File: src/rtl/iter_shift_unit.sv
// Iterative shift/rotate unit: SHL/SHR/SHRA/ROL/ROR performed at most
// STEP bit positions per clock, with a start/busy/done handshake toward
// the datapath sequencer. busy/done/result are registered one edge after
// the internal state, so done appears in the cycle after edge E0+n+1.
module iter_shift_unit #(
  parameter int WIDTH = 32,
  parameter int AMT_W = 5,
  parameter int STEP  = 1
) (
  input  logic             clock,
  input  logic             clear,
  input  logic             start,
  input  logic [2:0]       op,
  input  logic [WIDTH-1:0] data_in,
  input  logic [AMT_W-1:0] amt_in,
  output logic             busy,
  output logic             done,
  output logic             bad_op,
  output logic             zero,
  output logic [WIDTH-1:0] result
);

  typedef enum logic [1:0] {S_IDLE, S_SHIFT, S_DONE} state_t;

  // Step sizes held one bit wider than the amount so STEP == WIDTH fits.
  localparam logic [AMT_W:0] STEP_K  = (AMT_W+1)'(STEP);
  localparam logic [AMT_W:0] WIDTH_K = (AMT_W+1)'(WIDTH);

  state_t           state_q, state_d;
  logic [WIDTH-1:0] work_q, work_d;
  logic [AMT_W-1:0] rem_q, rem_d;
  logic [2:0]       op_q, op_d;
  logic [AMT_W:0]   k;
  logic             busy_q, done_q, bad_op_q, zero_q;
  logic [WIDTH-1:0] result_q;

  // One shift/rotate step of k positions (1 <= k < WIDTH during SHIFT).
  function automatic logic [WIDTH-1:0] shift_step(
    input logic [WIDTH-1:0] w,
    input logic [2:0]       o,
    input logic [AMT_W:0]   kk
  );
    logic signed [WIDTH-1:0] ws;
    logic [AMT_W:0]          kr;
    ws = signed'(w);
    kr = WIDTH_K - kk;
    case (o)
      3'd0:    shift_step = w << kk;
      3'd1:    shift_step = w >> kk;
      3'd2:    shift_step = unsigned'(ws >>> kk);
      3'd3:    shift_step = (w << kk) | (w >> kr);
      3'd4:    shift_step = (w >> kk) | (w << kr);
      default: shift_step = w;
    endcase
  endfunction

  function automatic logic is_illegal(input logic [2:0] o);
    is_illegal = (o > 3'd4);
  endfunction

  // Step size: the smaller of STEP and the remaining amount.
  always_comb begin
    k = {1'b0, rem_q};
    if ({1'b0, rem_q} > STEP_K) k = STEP_K;
  end

  // Next-state and working-register update.
  always_comb begin
    state_d = state_q;
    work_d  = work_q;
    rem_d   = rem_q;
    op_d    = op_q;
    case (state_q)
      S_IDLE: begin
        if (start) begin
          work_d  = data_in;
          rem_d   = amt_in;
          op_d    = op;
          state_d = (amt_in == '0 || is_illegal(op)) ? S_DONE : S_SHIFT;
        end
      end
      S_SHIFT: begin
        work_d = shift_step(work_q, op_q, k);
        rem_d  = rem_q - k[AMT_W-1:0];
        if ({1'b0, rem_q} == k) state_d = S_DONE;
      end
      S_DONE:  state_d = S_IDLE;
      default: state_d = S_IDLE;
    endcase
  end

  // State, working registers and registered handshake/result outputs.
  always_ff @(posedge clock) begin
    if (clear) begin
      state_q  <= S_IDLE;
      work_q   <= '0;
      rem_q    <= '0;
      op_q     <= '0;
      busy_q   <= 1'b0;
      done_q   <= 1'b0;
      bad_op_q <= 1'b0;
      zero_q   <= 1'b0;
      result_q <= '0;
    end else begin
      state_q  <= state_d;
      work_q   <= work_d;
      rem_q    <= rem_d;
      op_q     <= op_d;
      busy_q   <= (state_q != S_IDLE);
      done_q   <= (state_q == S_DONE);
      bad_op_q <= (state_q == S_DONE) && is_illegal(op_q);
      if (state_q == S_DONE) begin
        result_q <= work_q;
        zero_q   <= (work_q == '0);
      end
    end
  end

  assign busy   = busy_q;
  assign done   = done_q;
  assign bad_op = bad_op_q;
  assign zero   = zero_q;
  assign result = result_q;

endmodule
File: config.mk
export PLATFORM = sky130hd
export DESIGN_NAME = iter_shift_unit
export DESIGN_NICKNAME = d
export VERILOG_FILES = /design/src/rtl/iter_shift_unit.sv
export SDC_FILE = /design/constraint.sdc
export NUM_CORES = 1
export LEC_CHECK = 0
export ABC_AREA = 0
export CELL_PAD_IN_SITES_DETAIL_PLACEMENT = 0
export CELL_PAD_IN_SITES_GLOBAL_PLACEMENT = 1
export CORE_ASPECT_RATIO = 0.7
export CORE_UTILIZATION = 30
export DETAILED_ROUTE_END_ITERATION = 16
export PLACE_DENSITY_LB_ADDON = 0.05
export SYNTH_ARGS = -nofsm -noshare
export SYNTH_HDL_FRONTEND = slang
export SYNTH_SLANG_ARGS = --single-unit
File: constraint.sdc
create_clock -name clock -period 5.9 [get_ports clock]
set_input_delay 1.18 -clock clock [delete_from_list [all_inputs] [get_ports clock]]
set_output_delay 1.18 -clock clock [all_outputs]
set_load 0.05 [all_outputs]
==> flow_metrics.py, run 1 <==
metrics = {
    "outcome": {
        "run_status": "completed",
    },
    "pwr": {
        "cell_internal_pwr_mw": 1.149,
        "p_sw_share_pct": 36.50,
        "power.switching_mw": 0.6606,
        "ir_drop_uv": 135.8,
        "leakagePower_nw": 1.965,
        "pwr-share-comb_pct": 28.2,
        "power_mw": 1.810,
        "power_frac_seq_pct": 38.2,
        "p_clk_share_pct": 33.6,
        "power_density_mw_per_mm2": 313.3,
    },
    "clock_tree": {
        "cts_hold_buf": 0,
        "cts_max_level": 3,
        "cts_setup_buffers": 0,
        "cts-buffers-inserted": 9,
        "clockBufferDepth": 2,
        "cts_tree": "built",
        "clkTransAtPathRegs_ps": 70,
        "cts_resized": 0,
        "cts-root-buf": "clkbuf_16",
        "cts_sinks": 78,
        "insertion_delay_ps": 340,
    },
    "global_routing": {
        "antenna_found_initial": 0,
        "track_usage_pct": 24.11,
        "grt_pass1_wl_um": 28750,
        "grt_pass1_vias": 4735,
        "grt_max_degree": 72,
        "grt_overflow": 0,
    },
    "synthesis": {
        "yosys.area.top_type": "dfxtp_1",
        "synth_top_area_share_pct": 33.74,
        "ys_types": 70,
        "ys_warn_count": 0,
        "async_flop_share_pct": 0,
        "synth_area_leaders": "dfxtp_1 34%, nand2_1 8.8%, a21oi_1 6.7%, nor2_1 4.7%, mux2i_1 4.1%",
        "synth-main-ff-cell": "dfxtp_1",
        "synthCells": 612,
        "seq_area_frac_synth_pct": 33.74,
        "synth-edff-count": 0,
        "synth_commonest_cells": "108 x nand2_1, 78 x dfxtp_1, 62 x a21oi_1",
        "synth_nets": 657,
        "synth_area_mm2": 0.004628,
        "ys_seq_elements": 78,
        "synth_most_common_cell": "nand2_1",
        "syn_area_per_cell_um2": 7.562,
    },
    "timing": {
        "hold_viol": 0,
        "finalCritPeriodShare_pct": 65.21,
        "rsz0062_at_grt": "false",
        "fmaxAchievable_mhz": 259.9,
        "max-slew-margin-rel_pct": 22.52,
        "setup_viol": 0,
        "skew_ps": 9.365,
        "slew_violations": 0,
        "worst_pin_slew_ps": 1154,
        "fin_setup_tns_ps": 0,
        "fin_crit_ps": 3847,
    },
    "floorplan": {
        "dieArea_mm2": 0.01594,
        "die_x_um": 150.5,
        "fp.dieH_um": 105.9,
        "ios": 79,
        "start_util_pct": 31.14,
        "core-area_mm2": 0.01486,
        "num_rows": 37,
    },
    "drt": {
        "wl_met3_um": 1465,
        "drc": 0,
        "ant_nets": 0,
        "m1WireLength_um": 8979,
        "drtIter0Drc": 430,
        "post_drt_wl_per_cell_um": 21.67,
        "dr.max_layer_used": "met4",
        "drt-vias-per-instance": 5.762,
        "routed_wl_um": 18360,
        "dr.pass1.iters": 5,
        "wl_met2_um": 7673,
        "vias": 4880,
    },
    "hold_path": {
        "whs_path_depth": 2,
        "hold_class": "flip-flop to flip-flop",
        "hold_path_end": "result[10]$_SDFFE_PP0P_",
        "hp-start": "result[10]$_SDFFE_PP0P_",
    },
    "worst_setup_path": {
        "start_kind": "flip-flop",
        "worstPathMaxFanout": 34,
        "reg2regPathDepth": 10,
        "reg2reg_to": "work_q[24]$_SDFFE_PP0P_",
        "slowest_stage": "or4_1",
        "worstReg2RegStart": "rem_q[4]$_SDFFE_PP0P_",
        "critPathKind": "flip-flop to flip-flop",
        "r2r_slack_ps": 2050,
        "worstSetupEndpointType": "flip-flop",
        "crit_chain": "or4_1 -> or2_1 -> buf_4 -> clkinv_8 -> ha_1 -> and4bb_2 -> o21ai_1 -> o2bb2ai_1 -> a211oi_1 -> nor4_1",
        "worstPathRequired_ps": 6150,
        "crit_path_max_incr_delay_ps": 750,
        "arrival_ps": 4100,
    },
    "cells_and_area": {
        "area_growth_pct": 24.82,
        "fill_cells": 1550,
        "register_area_mm2": 0.001562,
        "multi_input_area_mm2": 0.002766,
        "nets": 692,
        "layout.cells.non_filler": 847,
        "drive_above_1_share_pct": 8.129,
        "stdcell_area_mm2": 0.005777,
        "insertedDiodeCount": 0,
    },
    "flow_run": {
        "cap_violations": 0,
    },
    "place": {
        "place_inst": 831,
        "gp_congestion": 0.8577,
        "place_area_mm2": 0.005461,
        "hpwl_um": 12240,
        "io_buffers": 78,
    },
}
## sequential cells by signal, indices dropped and copies added (netlist names)
signal   flops
bad_op       1
result      32
busy         1
done         1
work_q      32
op_q         3
state_q      2
zero         1
rem_q        5
## power by group through the flow
stage	Combinational [mW]	Clock [mW]	Sequential, mW
after global routing	0.554	0.643	0.698
after detailed placement	0.503	0	0.698
after floorplan	0.384	0	0.639
after CTS	0.506	0.624	0.686
final	0.510	0.608	0.691
after global placement	0.503	0	0.699
## worst max-delay path by stage
stage | start | endpoint | slack (ps)
after detailed placement | rem_q[4]$_SDFFE_PP0P_ | work_q[24]$_SDFFE_PP0P_ | 2160
after CTS | rem_q[4]$_SDFFE_PP0P_ | work_q[24]$_SDFFE_PP0P_ | 2140
after global routing | rem_q[4]$_SDFFE_PP0P_ | work_q[24]$_SDFFE_PP0P_ | 1810
after floorplan | rem_q[4]$_SDFFE_PP0P_ | work_q[18]$_SDFFE_PP0P_ | 2860
final | rem_q[4]$_SDFFE_PP0P_ | work_q[24]$_SDFFE_PP0P_ | 2050
after global placement | rem_q[4]$_SDFFE_PP0P_ | work_q[13]$_SDFFE_PP0P_ | 2230
## stage by stage
stage	worst slack, ps	util [%]	hold slack [ps]
final	2053	38.87	454.2
after global routing	1811	38.87	473.2
after CTS	2135	38.87	456.9
after detailed placement	2160	36.75	448.5
after global placement	2231	36.75	445.8
after floorplan	2857	-	461.2
## layout by cell type, fill, tap and decap left out, drive strengths merged, types with 6 or more instances in the layout
| cell | Yosys | layout |
|---|---|---|
| a211oi | 14 | 14 |
| o21a | 7 | 7 |
| nor2 | 58 | 58 |
| nand2 | 108 | 108 |
| clkdlybuf4s50 | 0 | 77 |
| clkbuf | 50 | 11 |
| o22ai | 10 | 10 |
| a31oi | 10 | 10 |
| buf | 14 | 11 |
| mux2 | 11 | 11 |
| nor3 | 16 | 16 |
| nand2b | 9 | 9 |
| a2111oi | 7 | 7 |
| o21ai | 32 | 32 |
| o211ai | 6 | 6 |
| mux2i | 19 | 19 |
| dfxtp | 78 | 78 |
| a21oi | 62 | 62 |
| inv | 6 | 7 |
| nor4 | 13 | 13 |
## worst max-delay path: cells and delay by family (launching register included)
kind / cells / cell delay, ps
AOI/OAI and AO/OA: 3 / 790
adders and majority gates: 1 / 540
buffers and inverters: 2 / 470
and+or+nand+nor: 4 / 1590
DFF: 1 / 330
## kinds of logic (layout without fill, tap and decap cells)
family / Yosys count / in the layout / synth area share (%)
XOR/XNOR: 1 / 1 / 0.1893
adder cells (fa/ha/maj): 2 / 2 / 0.5406
AND/OR/NAND/NOR: 230 / 230 / 22.11
flip-flops: 78 / 78 / 33.74
multiplexers: 32 / 32 / 7.759
buffers and inverters: 71 / 111 / 6.786
AO/OA/AOI/OAI: 197 / 197 / 28.79
other: 1 / 1 / 0.08103
## layer usage
metal  track usage, %  up-vias
met5                0        -
met4            6.566        0
met3            5.236       19
met2            33.90      211
met1            36.26     2361
li1                 -     2289
## final cells by class
type	instances	share of cell area [%]
inverter	7	0.6714
clock inverter	5	1.429
multi-input combinational	463	47.89
sequential	78	27.03
clock buffer	11	4.029
tap	195	4.224
timing repair buffer	88	14.73
Power figures use the tool's default switching activity.
==> inputs of run 2 (changes only) <==
==> constraint.sdc (replaced) <==
create_clock -name clock -period 3.7 [get_ports clock]
set_input_delay 0.74 -clock clock [delete_from_list [all_inputs] [get_ports clock]]
set_output_delay 0.74 -clock clock [all_outputs]
set_load 0.05 [all_outputs]
==> run 2 against run 1 <==
Compared with the run above: core utilization is 0.25 points higher; combinational power is 65% higher; worst hold slack hardly changed; wire length is 0.65% lower; sequential cell count stayed put; critical endpoint is now work_q[2]$_SDFFE_PP0P_.
==> flow_metrics.py, run 2 (same netlist as run 1, synthesis figures left out) <==
metrics = {
    "outcome": {
        "run_status": "completed",
    },
    "cells_and_area": {
        "stdcell_area_mm2": 0.005814,
        "nets": 701,
        "final_core_util_pct": 39.13,
        "insertedDiodeCount": 0,
        "layout_commonest_cell": "nand2_1",
        "area_growth_pct": 25.63,
        "drive_above_1_share_pct": 9.105,
        "layout_common_cells": "108 x nand2_1, 78 x dfxtp_1, 77 x clkdlybuf4s50_1",
    },
    "drt": {
        "drc": 0,
        "post_drt_wl_per_cell_um": 21.35,
        "dr.max_layer_used": "met4",
        "drtIter0Drc": 343,
        "wl_met2_um": 7589,
        "dr.pass1.iters": 5,
        "m1WireLength_um": 9012,
        "wl_met3_um": 1294,
        "drt-vias-per-instance": 5.732,
        "routed_wl_um": 18240,
        "ant_nets": 0,
        "vias": 4895,
    },
    "pwr": {
        "pwr-share-comb_pct": 29.6,
        "ir_drop_uv": 238.2,
        "power_mw": 2.834,
        "p_clk_share_pct": 31.5,
        "cell_internal_pwr_mw": 1.790,
        "power_frac_seq_pct": 38.8,
        "p_sw_share_pct": 36.83,
        "leakagePower_nw": 1.993,
        "power.switching_mw": 1.044,
        "power_density_mw_per_mm2": 487.4,
    },
    "timing": {
        "max-slew-margin-rel_pct": 18.15,
        "fmaxAchievable_mhz": 330.3,
        "skew_ps": 7.427,
        "fin_setup_tns_ps": 0,
        "worst_pin_slew_ps": 1220,
        "finalCritPeriodShare_pct": 81.83,
        "setup_viol": 0,
        "slew_violations": 0,
        "hold_ws_ps": 454.2,
        "hold_viol": 0,
        "fin_crit_ps": 3028,
        "rsz0062_at_grt": "false",
    },
    "floorplan": {
        "fp.dieH_um": 105.9,
        "num_rows": 37,
        "die_x_um": 150.5,
        "dieArea_mm2": 0.01594,
        "ios": 79,
        "start_util_pct": 31.14,
        "core-area_mm2": 0.01486,
    },
    "flow_run": {
        "cap_violations": 0,
    },
    "hold_path": {
        "hold_class": "flip-flop to flip-flop",
        "hold_path_end": "result[7]$_SDFFE_PP0P_",
        "whs_path_depth": 2,
        "hp-start": "result[7]$_SDFFE_PP0P_",
    },
    "clock_tree": {
        "insertion_delay_ps": 350,
        "cts_tree": "built",
        "cts_hold_buf": 0,
        "cts-root-buf": "clkbuf_16",
        "cts_setup_buffers": 0,
        "cts_sinks": 78,
        "cts_max_level": 3,
        "clkTransAtPathRegs_ps": 60,
        "clockBufferDepth": 2,
        "cts_resized": 0,
        "cts-buffers-inserted": 9,
    },
    "worst_setup_path": {
        "slowest_stage": "and4b_1",
        "start_kind": "flip-flop",
        "reg2regPathDepth": 7,
        "reg2reg_to": "work_q[2]$_SDFFE_PP0P_",
        "worstPathRequired_ps": 3900,
        "r2r_slack_ps": 670,
        "crit_chain": "or4_1 -> or2_1 -> clkinv_8 -> ha_1 -> and4b_1 -> a221oi_1 -> a2111oi_0",
        "worstSetupEndpointType": "flip-flop",
        "worstReg2RegStart": "rem_q[4]$_SDFFE_PP0P_",
        "worstPathMaxFanout": 34,
        "arrival_ps": 3230,
        "crit_path_max_incr_delay_ps": 610,
        "critPathKind": "flip-flop to flip-flop",
    },
    "global_routing": {
        "track_usage_pct": 23.99,
        "grt_pass1_wl_um": 28170,
        "antenna_found_initial": 0,
        "grt_pass1_vias": 4742,
        "grt_max_degree": 72,
        "grt_overflow": 0,
    },
    "place": {
        "hpwl_um": 12520,
        "io_buffers": 78,
        "place_area_mm2": 0.005525,
        "gp_congestion": 0.8723,
    },
}
## run 2: layer usage
metal,global-route usage [%],vias up
li1,-,2313
met1,34.61,2383
met2,34.30,172
met3,6.652,27
met4,6.854,0
met5,0,-
## run 2: critical path, delay by kind of cell (launching register included)
family | cells | cell delay [ps]
buffers and inverters | 1 | 170
adders and majority gates | 1 | 270
AOI/OAI and AO/OA | 2 | 650
DFF | 1 | 320
and+or+nand+nor | 3 | 1450
## run 2: how the worst max path moves through the flow
stage                          start                 endpoint  depth (start not counted)
2_1_floorplan  rem_q[4]$_SDFFE_PP0P_  work_q[18]$_SDFFE_PP0P_                         13
3_3_place_gp                   start   work_q[2]$_SDFFE_PP0P_                          6
3_5_place_dp                   start   work_q[2]$_SDFFE_PP0P_                          6
4_1_cts        rem_q[4]$_SDFFE_PP0P_   work_q[2]$_SDFFE_PP0P_                          7
5_1_grt        rem_q[4]$_SDFFE_PP0P_   work_q[2]$_SDFFE_PP0P_                          7
6_report       rem_q[4]$_SDFFE_PP0P_   work_q[2]$_SDFFE_PP0P_                          7
## run 2: per-stage QoR
step,setup slack [ps],cells
2_1_floorplan,657.1,612
5_1_grt,527.1,854
3_3_place_gp,729.9,840
6_report,672.4,854
4_1_cts,682.8,854
3_5_place_dp,695.0,840
## run 2: area by class of cell
cell class	count	area, um^2
Inverter	7	38.79
Fill cell	1555	9046
Tap cell	195	244.0
Timing Repair Buffer	97	918.4
Sequential cell	78	1562
Clock inverter	3	46.29
Multi-Input combinational cell	463	2763
Clock buffer	11	242.7
## run 2: power by group through the flow
stage,Combinational [mW],Clock (mW),Sequential [mW]
floorplan,0.613,0,1.02
global placement,0.830,0,1.11
detailed placement,0.829,0,1.11
CTS,0.834,0.918,1.09
global route,0.913,0.952,1.11
finish,0.840,0.894,1.10
==> inputs of run 3 (changes only) <==
==> constraint.sdc (replaced) <==
create_clock -name clock -period 2.9 [get_ports clock]
set_input_delay 0.58 -clock clock [delete_from_list [all_inputs] [get_ports clock]]
set_output_delay 0.58 -clock clock [all_outputs]
set_load 0.05 [all_outputs]
==> run 3 against run 2 <==
Compared with the run above: worst hold slack about the same; setup slack got worse by 430 ps; highest routed layer unchanged; register-to-register slack got worse by 430 ps; sequential power increased by 25%; combinational power increased by 33%.
==> flow_metrics.py, run 3 (same netlist as run 1, synthesis figures left out) <==
metrics = {
    "worst_setup_path": {
        "worstReg2RegStart": "rem_q[1]$_SDFFE_PP0P_",
        "worstPathMaxFanout": 14,
        "start_kind": "flip-flop",
        "reg2reg_to": "work_q[28]$_SDFFE_PP0P_",
        "worstSetupEndpointType": "flip-flop",
        "arrival_ps": 2950,
        "worstPathRequired_ps": 3190,
        "crit_path_max_incr_delay_ps": 510,
        "slowest_stage": "or4_1",
        "crit_family": "simple AND/OR/NAND/NOR gates",
        "reg2regPathDepth": 8,
        "crit_chain": "or4_1 -> or2_1 -> clkinv_8 -> ha_4 -> and4bb_2 -> o21ai_1 -> o21ai_0 -> o21a_1",
        "r2r_slack_ps": 240,
        "cp.buffers_inverters": 1,
        "critPathKind": "flip-flop to flip-flop",
    },
    "clock_tree": {
        "clkTransAtPathRegs_ps": 70,
        "cts-root-buf": "clkbuf_16",
        "cts_resized": 0,
        "cts_hold_buf": 0,
        "cts-buffers-inserted": 9,
        "cts_setup_buffers": 0,
        "insertion_delay_ps": 340,
        "cts_max_level": 3,
        "cts_sinks": 78,
        "clockBufferDepth": 2,
        "cts_tree": "built",
    },
    "drt": {
        "routed_wl_um": 18230,
        "dr.pass1.iters": 5,
        "drt-vias-per-instance": 5.700,
        "vias": 4942,
        "post_drt_wl_per_cell_um": 21.03,
        "drc": 0,
        "ant_nets": 0,
        "drtIter0Drc": 386,
    },
    "cells_and_area": {
        "layout_commonest_cell": "nand2_1",
        "layout.cells.non_filler": 867,
        "nets": 712,
        "fill_cells": 1539,
        "layout_common_cells": "108 x nand2_1, 78 x dfxtp_1, 77 x clkdlybuf4s50_1",
        "drive_above_1_share_pct": 10.86,
        "register_area_mm2": 0.001562,
        "insertedDiodeCount": 0,
        "area_growth_pct": 28.71,
        "multi_input_area_mm2": 0.002775,
    },
    "floorplan": {
        "fp.dieH_um": 105.9,
        "die_x_um": 150.5,
        "ios": 79,
        "core-area_mm2": 0.01486,
        "dieArea_mm2": 0.01594,
        "start_util_pct": 31.14,
        "num_rows": 37,
    },
    "global_routing": {
        "grt_pass1_vias": 4819,
        "antenna_found_initial": 0,
        "track_usage_pct": 23.74,
        "grt_pass1_wl_um": 28490,
        "grt_max_degree": 43,
        "grt_overflow": 0,
    },
    "timing": {
        "slew_violations": 0,
        "finalCritPeriodShare_pct": 91.56,
        "fin_crit_ps": 2655,
        "fmaxAchievable_mhz": 376.6,
        "max-slew-margin-rel_pct": 25.70,
        "fin_setup_tns_ps": 0,
        "worst_pin_slew_ps": 1107,
        "hold_ws_ps": 454.0,
        "rsz0062_at_grt": "false",
        "skew_ps": 7.878,
        "hold_viol": 0,
        "setup_viol": 0,
    },
    "flow_run": {
        "cap_violations": 0,
    },
    "hold_path": {
        "hold_class": "flip-flop to flip-flop",
        "hold_path_end": "result[5]$_SDFFE_PP0P_",
        "whs_path_depth": 2,
        "hp-start": "result[5]$_SDFFE_PP0P_",
    },
    "place": {
        "gp_congestion": 0.8823,
        "io_buffers": 78,
        "place_inst": 851,
        "hpwl_um": 12620,
    },
    "pwr": {
        "leakagePower_nw": 2.071,
        "cell_internal_pwr_mw": 2.418,
        "power_mw": 3.772,
        "p_clk_share_pct": 33.7,
        "power.switching_mw": 1.354,
        "p_sw_share_pct": 35.90,
        "power_density_mw_per_mm2": 633.3,
        "power_frac_seq_pct": 36.7,
        "ir_drop_uv": 259.2,
        "pwr-share-comb_pct": 29.6,
    },
    "outcome": {
        "run_status": "completed",
    },
}
[run 3: cell types whose count changed in the layout (fill, tap and decap cells not counted), sizes merged]
cell	delta
inv	+2
clkbuf	+1
clkinvlp	-1
clkinv	-1
buf	+11
bufinv	+1
[run 3: power groups by stage]
| stage | combinational [mW] | clock, mW | sequential [mW] |
|---|---|---|---|
| after floorplan | 0.793 | 0 | 1.30 |
| after global placement | 1.11 | 0 | 1.40 |
| after detailed placement | 1.10 | 0 | 1.40 |
| after CTS | 1.11 | 1.31 | 1.37 |
| after global routing | 1.22 | 1.34 | 1.40 |
| final | 1.12 | 1.27 | 1.38 |
[run 3: how the worst max path moves through the flow]
stage	from	end	slack, ps	cells after the start
2_1_floorplan	rem_q[4]$_SDFFE_PP0P_	work_q[1]$_SDFFE_PP0P_	20	14
3_3_place_gp	rem_q[4]$_SDFFE_PP0P_	work_q[31]$_SDFFE_PP0P_	300	7
3_5_place_dp	rem_q[1]$_SDFFE_PP0P_	work_q[17]$_SDFFE_PP0P_	290	8
4_1_cts	rem_q[1]$_SDFFE_PP0P_	work_q[18]$_SDFFE_PP0P_	280	9
5_1_grt	rem_q[1]$_SDFFE_PP0P_	work_q[29]$_SDFFE_PP0P_	30	9
6_report	rem_q[1]$_SDFFE_PP0P_	work_q[28]$_SDFFE_PP0P_	240	8
[run 3: layout make-up]
class / count / area share, %
Timing Repair Buffer: 108 / 17.01
Tap cell: 195 / 4.096
Inverter: 7 / 0.6511
Clock buffer: 12 / 4.138
Clock inverter: 4 / 1.302
Sequential cell: 78 / 26.21
Multi-Input combinational cell: 463 / 46.59
[run 3: through the flow]
step           area (um^2)  utilization (%)  setup slack [ps]
2_1_floorplan         4649                -             19.79
3_3_place_gp          5633            37.91             305.0
3_5_place_dp          5633            37.91             290.5
4_1_cts               5957            40.09             279.5
5_1_grt               5957            40.09             34.15
6_report              5957            40.09             244.8
[run 3: layer usage]
metal	vias up	share of wire [%]	GRT usage, %	routed length, um
met5	-	0	0	0
met3	31	8.1	6.094	1470
met1	2361	49	35.24	9012
met4	0	1.9	5.916	338
li1	2328	-	-	-
met2	222	41	33.48	7411
[run 3: worst min-delay path, cell delays in order (launching register included)]
cell     delay [ps]
dfxtp_1         310
nand2_1          50
a21oi_1          50
